==> config.mk <==
export PLATFORM = sky130hd
export DESIGN_NAME = cdc_event_drain_dd
export DESIGN_NICKNAME = d
export VERILOG_FILES = /design/src/rtl/cdc_event_drain_dd.sv
export SDC_FILE = /design/constraint.sdc
export NUM_CORES = 1
export LEC_CHECK = 0
export CORE_MARGIN = 1
export CORE_UTILIZATION = 42
export CTS_CLUSTER_SIZE = 28
export DETAILED_ROUTE_END_ITERATION = 8
export PLACE_DENSITY = 0.81
export SETUP_SLACK_MARGIN = 0.3
export SLEW_MARGIN = 5
export SYNTH_ARGS = -nofsm -noshare
export SYNTH_HDL_FRONTEND = slang
export SYNTH_SLANG_ARGS = --single-unit
==> constraint.sdc <==
create_clock -name dest_clk -period 2.9 [get_ports dest_clk]
set_clock_uncertainty 0.1 [all_clocks]
set_input_delay 0.435 -clock dest_clk [delete_from_list [all_inputs] [get_ports dest_clk]]
set_output_delay 0.435 -clock dest_clk [all_outputs]
set_load 0.05 [all_outputs]
==> src/rtl/cdc_event_drain_dd.sv <==
// Destination-domain event drain: converts handshake level transitions into queued events.
// Optional per-event timestamp FIFO enabled by defining CDC_EVENT_DRAIN_TIMESTAMP_EN.
module cdc_event_drain_dd #(
    parameter int DEPTH        = 4,
    parameter int STALL_THRESH = DEPTH - 1,
    parameter int TS_W         = 16
) (
    input  logic                         dest_clk,
    input  logic                         dest_reset_n,
    input  logic                         hs_level,
    output logic                         hs_stall,
    output logic                         evt_valid,
    input  logic                         evt_ready,
    output logic [TS_W-1:0]              evt_ts,
    output logic [$clog2(DEPTH+1)-1:0]   pending,
    output logic                         overflow,
    input  logic                         overflow_clr
);

    localparam int PW = $clog2(DEPTH + 1);

    typedef enum logic {
        PRIME = 1'b0,
        RUN   = 1'b1
    } state_t;

    state_t          state_q;
    state_t          state_d;
    logic            lvl_q;
    logic            push;
    logic            pop;
    logic            full;
    logic            drop;
    logic [PW-1:0]   pending_next;

    always_ff @(posedge dest_clk or negedge dest_reset_n) begin
        if (!dest_reset_n) begin
            state_q <= PRIME;
        end else begin
            state_q <= state_d;
        end
    end

    // PRIME spends one cycle adopting the incoming level so a stale toggle is never counted
    always_comb begin
        state_d = state_q;
        push    = 1'b0;
        case (state_q)
            PRIME: state_d = RUN;
            RUN:   push    = (hs_level != lvl_q);
            default: state_d = PRIME;
        endcase
    end

    assign evt_valid = (pending != '0);
    assign pop       = evt_valid && evt_ready;
    assign full      = (pending == PW'(DEPTH));

    // A simultaneous pop frees a slot, so a push on a full queue is only dropped without a pop
    always_comb begin
        pending_next = pending;
        drop         = 1'b0;
        if (push && !pop) begin
            if (full) begin
                drop = 1'b1;
            end else begin
                pending_next = pending + PW'(1);
            end
        end else if (pop && !push) begin
            pending_next = pending - PW'(1);
        end
    end

    always_ff @(posedge dest_clk or negedge dest_reset_n) begin
        if (!dest_reset_n) begin
            lvl_q    <= 1'b0;
            pending  <= '0;
            hs_stall <= 1'b0;
            overflow <= 1'b0;
        end else begin
            lvl_q    <= hs_level;
            pending  <= pending_next;
            hs_stall <= (pending_next >= PW'(STALL_THRESH));
            if (drop) begin
                overflow <= 1'b1;
            end else if (overflow_clr) begin
                overflow <= 1'b0;
            end
        end
    end

`ifdef CDC_EVENT_DRAIN_TIMESTAMP_EN
    localparam int AW = $clog2(DEPTH);

    logic [TS_W-1:0] ts_ctr;
    logic [TS_W-1:0] ts_mem [DEPTH];
    logic [AW-1:0]   wr_ptr;
    logic [AW-1:0]   rd_ptr;
    logic            accept;

    assign accept = push && (!full || pop);

    // Pointers wrap naturally because DEPTH is a power of two
    always_ff @(posedge dest_clk or negedge dest_reset_n) begin
        if (!dest_reset_n) begin
            ts_ctr <= '0;
            wr_ptr <= '0;
            rd_ptr <= '0;
            for (int i = 0; i < DEPTH; i++) begin
                ts_mem[i] <= '0;
            end
        end else begin
            ts_ctr <= ts_ctr + TS_W'(1);
            if (accept) begin
                ts_mem[wr_ptr] <= ts_ctr;
                wr_ptr         <= wr_ptr + AW'(1);
            end
            if (pop) begin
                rd_ptr <= rd_ptr + AW'(1);
            end
        end
    end

    assign evt_ts = evt_valid ? ts_mem[rd_ptr] : '0;
`else
    assign evt_ts = '0;
`endif

endmodule

## After elaboration in Yosys (flattened, before gate mapping)

Index checks and enable logic that the tools add are counted.

| cells by class | value |
|---|---|
| order comparisons | 1 |
| reductions and logical operators | 7 |
| equality and inequality tests | 2 |
| $add $sub $neg | 2 |
| mux-type cells | 8 |

Operators with widths:

| operator | number |
|---|---|
| two-way mux 3 bit | 3 |
| two-way mux 1 bit | 5 |
| adder 3 x 1 -> 3 bit, second input constant | 1 |
| equality test 3 bit, second input constant | 1 |
| >= comparator 3 x 2 -> 1 bit, second input constant | 1 |
| logical AND 1 bit | 3 |
| nonzero test 3 bit | 1 |
| subtractor 3 x 1 -> 3 bit, second input constant | 1 |
| zero test 1 bit | 2 |
| nonzero test 2 bit | 1 |
| != test 1 bit | 1 |

| storage, ports and cells | value |
|---|---|
| flip-flop bits (word level) | 7 |
| output and inout port bits | 22 |
| logic and storage cells | 25 |
| input port bits | 5 |

## Logic depth before layout (Yosys ltp)

| depth | value |
|---|---|
| depth in word-level cells | 7 |
| gate-level depth with buffers | 7 |

## Worst setup path after synthesis

Ideal clock, no wire load.

| timing path | value |
|---|---|
| path type | register to register |
| start point | register pending[1] |
| end point | register hs_stall |
| path slack | 682 ps |
| data arrival time | 2054 ps |
| stages on the path, launching flop included | 7 |
| required time | 2736 ps |
| cells stage by stage | dfrtp_1 inv_1 ha_1 nand2b_1 a21oi_1 o32ai_1 a21o_1 |

| between the ends | value |
|---|---|
| longest elaborated chain between the ends | 6 |
| elaborated cells on any way between the ends | 12 |
| those cells by class | add/sub: 2; order compare: 1; eq/ne: 1; mux: 3; reduce/logical: 5 |

RTL lines:

| what | RTL line | source |
|---|---|---|
| from (decl) | 15 | `output logic [$clog2(DEPTH+1)-1:0] pending,` |
| from (signal assigned) | 82 | `pending <= pending_next;` |
| nonzero test 3 bit (*) | 55 | `assign evt_valid = (pending != '0);` |
| net evt_valid | 12 | `output logic evt_valid,` |
| logical AND 1 bit (*) | 56 | `assign pop = evt_valid && evt_ready;` |
| logical AND 1 bit or zero test 1 bit (tied branches) | 69, 63 |  |
| two-way mux 3 bit or logical AND 1 bit (tied branches) | 69, 63 |  |
| two-way mux 3 bit (*) | 63 | `if (push && !pop) begin` |
| net pending_next[1] | 34 | `logic [PW-1:0] pending_next;` |
| >= comparator 3 x 2 -> 1 bit (*) | 83 | `hs_stall <= (pending_next >= PW'(STALL_THRESH));` |
| to (signal assigned) | 83 |  |
| to (decl) | 11 | `output logic hs_stall,` |

The timed path passes the listed nets; every way through them passes the cells marked *.
A chain may end at the register's enable or synchronous reset.

## Worst setup path in the final report

| timing path | value |
|---|---|
| start point | register pending[1] |
| end point | output port evt_valid |

| between the ends | value |
|---|---|
| longest elaborated chain between the ends | 1 |

RTL lines:

| what | RTL line |
|---|---|
| nonzero test 3 bit | 55 |
| to (decl) | 12 |

Every way passes these cells.

==> flow_summary_export.csv <==
group,metric,value,unit
synth,synth_area_leader_cell,"dfrtp_1",
detailed_routing,vias,443,
global_routing,grt_max_degree,9,
critical_path,startpoint_type,"flip-flop",
critical_path,critPathKind,"reg -> out",
critical_path,cp.required,2.37,ns
pwr,p_per_area,1101,nW/um2
clocking,cts_hold_buf,0,
synth,yosysUniqueCellTypes,26,
clocking,clockRootBuffer,"clkbuf_4",
detailed_routing,drtIter0Drc,9,
detailed_routing,drc,0,
synth,synth_warnings,0,
synth,synth_common_cells,"buf_4 (16), dfrtp_1 (7), o21ai_0 (5)",
timing,drv_slew,0,
synth,synth_area,564.3,um2
critical_path,r2r_slack,0.90,ns
critical_path,cp-end-kind,"output pin",
floorplanning,rows,12,
synth,synth.avg_cell_area,8.817,um2
detailed_routing,drt-total-wl,1082,um
timing,slew_headroom,66.30,%
pwr,total_leakage_power,0.2987,nW
critical_path,cp_max_fo,8,
final_layout,regArea,175.2,um2
clocking,cts.sinks,7,
floorplanning,core,1171,um2
final_layout,diodes,0,
synth,synthTopCellsByArea,"dfrtp_1 (31%), buf_4 (21%), ha_1 (6.7%)",
final_layout,nFillCells,107,
clocking,cts_max_path_buffers,2,
pwr,total_power,712.0,uW
timing,setup_tns,0,ns
final_layout,syn_to_final_growth,14.63,%
timing,max_freq,455.7,MHz
clocking,cts.reportedPaths.clkPinSlew,0.05,ns
run_status,status,"completed",
synth,synth_edf_count,0,
synth,async_flop_share,100.0,%
global_routing,antenna_found_initial,0,
synth,synth_top_cell_area_share,31.04,%
synth,synth_top_flop_cell,"dfrtp_1",
clocking,clock_latency,0.25,ns
detailed_routing,avgViaCountPerCell,4.868,
final_layout,finalNetCount,86,
critical_path,r2r_end,"hs_stall",
global_routing,grt_pass1_wl,1621,um
global_routing,grt_pass1_vias,381,
floorplanning,die_y,38.66,um
placed_design,gp_congestion,0.8887,
floorplanning,io_pins,27,
placed_design,place_hpwl,795,um
synth,synthCells,64,
final_layout,multi_input_area,310.3,um2
critical_path,r2r-start,"pending[1]",
floorplanning,die_width,38.66,um
floorplanning,dieArea,1494,um2
detailed_routing,wl_per_cell,11.89,um
placed_design,dp_cells,87,
floorplanning,start_util,48.18,%
clocking,cts_made_buffers,3,
global_routing,grt_usage,16.40,%
clocking,cts_tree,"yes",
pwr,vdd_ir_drop_max,0.6154,mV
timing,hold_viol,0,
detailed_routing,first_pass_iters,2,
synth,ys_seq_area_share,31.04,%
critical_path,worstPathArrival,1.66,ns
placed_design,port_buffers,10,
global_routing,grt-ovfl-total,0,
timing,worst_slew_pin_slew,0.5047,ns
detailed_routing,ant_nets,0,
critical_path,r2r_cells,7,
synth,yosysMostFrequentCell,"buf_4",
final_layout,final_cells,91,
synth,yosys_register_bits,7,
hold_path,hold_path_class,"in -> async",
timing,setup_violations,0,
clocking,htree_levels,1,
timing,fin_crit_sh,75.67,%
final_layout,drive_above_1_share,6.494,%
final_layout,fin_util,55.24,%
flow_run,max_cap_viol_count,0,
timing,rsz0062_at_grt,"no",
timing,post-route-min-period,2.194,ns
==> cell type report <==
cell class / instances / share of cell area [%]
Tap cell: 14 / 2.708
Timing Repair Buffer: 10 / 15.86
Sequential cell: 7 / 27.08
Clock buffer: 4 / 4.062
Multi-Input combinational cell: 52 / 47.97
Inverter: 4 / 2.321
==> logic make-up (layout without fill, tap and decap cells) <==
logic type      after synthesis  after routing  share of synthesized area [%]
other cells                   2             17                          1.331
simple gates                 14             14                          12.86
xor+xnor                      3              3                          4.657
flops                         7              7                          31.04
fa+ha+maj                     4              4                          8.427
compound gates               14             14                          17.74
buf+inv                      20             18                          23.95
==> worst max path at each step <==
stage,start,endpoint,slack [ns],depth (start not counted)
floorplan,pending[1],hs_stall,0.68,6
global placement,pending[1],evt_valid,0.65,4
detailed placement,pending[1],evt_valid,0.58,4
CTS,pending[1],evt_valid,0.30,4
global route,pending[1],evt_valid,0.61,4
finish,pending[1],evt_valid,0.71,4
==> power breakdown <==
part	total [mW]	switching, mW	internal (mW)
clock	0.0883	0.0358	0.0525
combinational	0.459	0.308	0.151
sequential	0.164	0.0336	0.131
total	0.712	0.378	0.334
==> per-layer routing <==
metal	up-vias	global-route usage (%)	share of wire [%]	wire (um)
met3	0	4.046	3.7	40
li1	215	-	-	-
met2	16	25.00	51	553
met5	-	0	0	0
met1	212	20.80	45	489
met4	0	9.483	0	0
==> repair_timing <==
action | 4_1_cts | 5_1_grt
setup buffers | 0 | 0
endpoints found under the setup margin | 0 | 1
resized for setup | 0 | 1
==> stage by stage <==
stage | setup slack [ns] | hold slack (ns) | cell area, um2
floorplan | 0.6817 | 0.03941 | 620.6
global placement | 0.6454 | 0.4255 | 618.1
detailed placement | 0.5793 | 0.4293 | 618.1
CTS | 0.3013 | 0.3438 | 644.4
global route | 0.6078 | 0.3647 | 646.9
finish | 0.7057 | 0.3440 | 646.9
==> layout by cell type, fill, tap and decap left out <==
cell type        instances
a21o_1                   1
a21oi_1                  2
a311oi_2                 1
and3_1                   1
clkbuf_1                 1
clkbuf_4                 3
clkdlybuf4s50_1          9
conb_1                  17
dfrtp_1                  7
dlymetal6s2s_1           1
ha_1                     3
inv_1                    4
maj3_1                   1
nand2_1                  3
nand2b_1                 1
nand3_1                  2
nor2_1                   2
nor2b_1                  2
nor3_1                   1
o21ai_0                  5
o221ai_1                 1
o22ai_1                  1
o2bb2ai_1                1
o32a_1                   1
o32ai_1                  1
or3_1                    1
or3_2                    1
xnor2_1                  2
xor2_1                   1
==> sequential cells by signal (all words and copies together), names as in the netlist <==
register	cells
state_q	1
hs_stall	1
lvl_q	1
pending	3
overflow	1
==> worst max-delay path, cell delays in order, from the launching register on <==
cell            delay, ns
dfrtp_1              0.42
inv_1                0.11
ha_1                 0.31
nand2b_1             0.14
dlymetal6s2s_1       0.43
(Power assumes the default switching activity.)
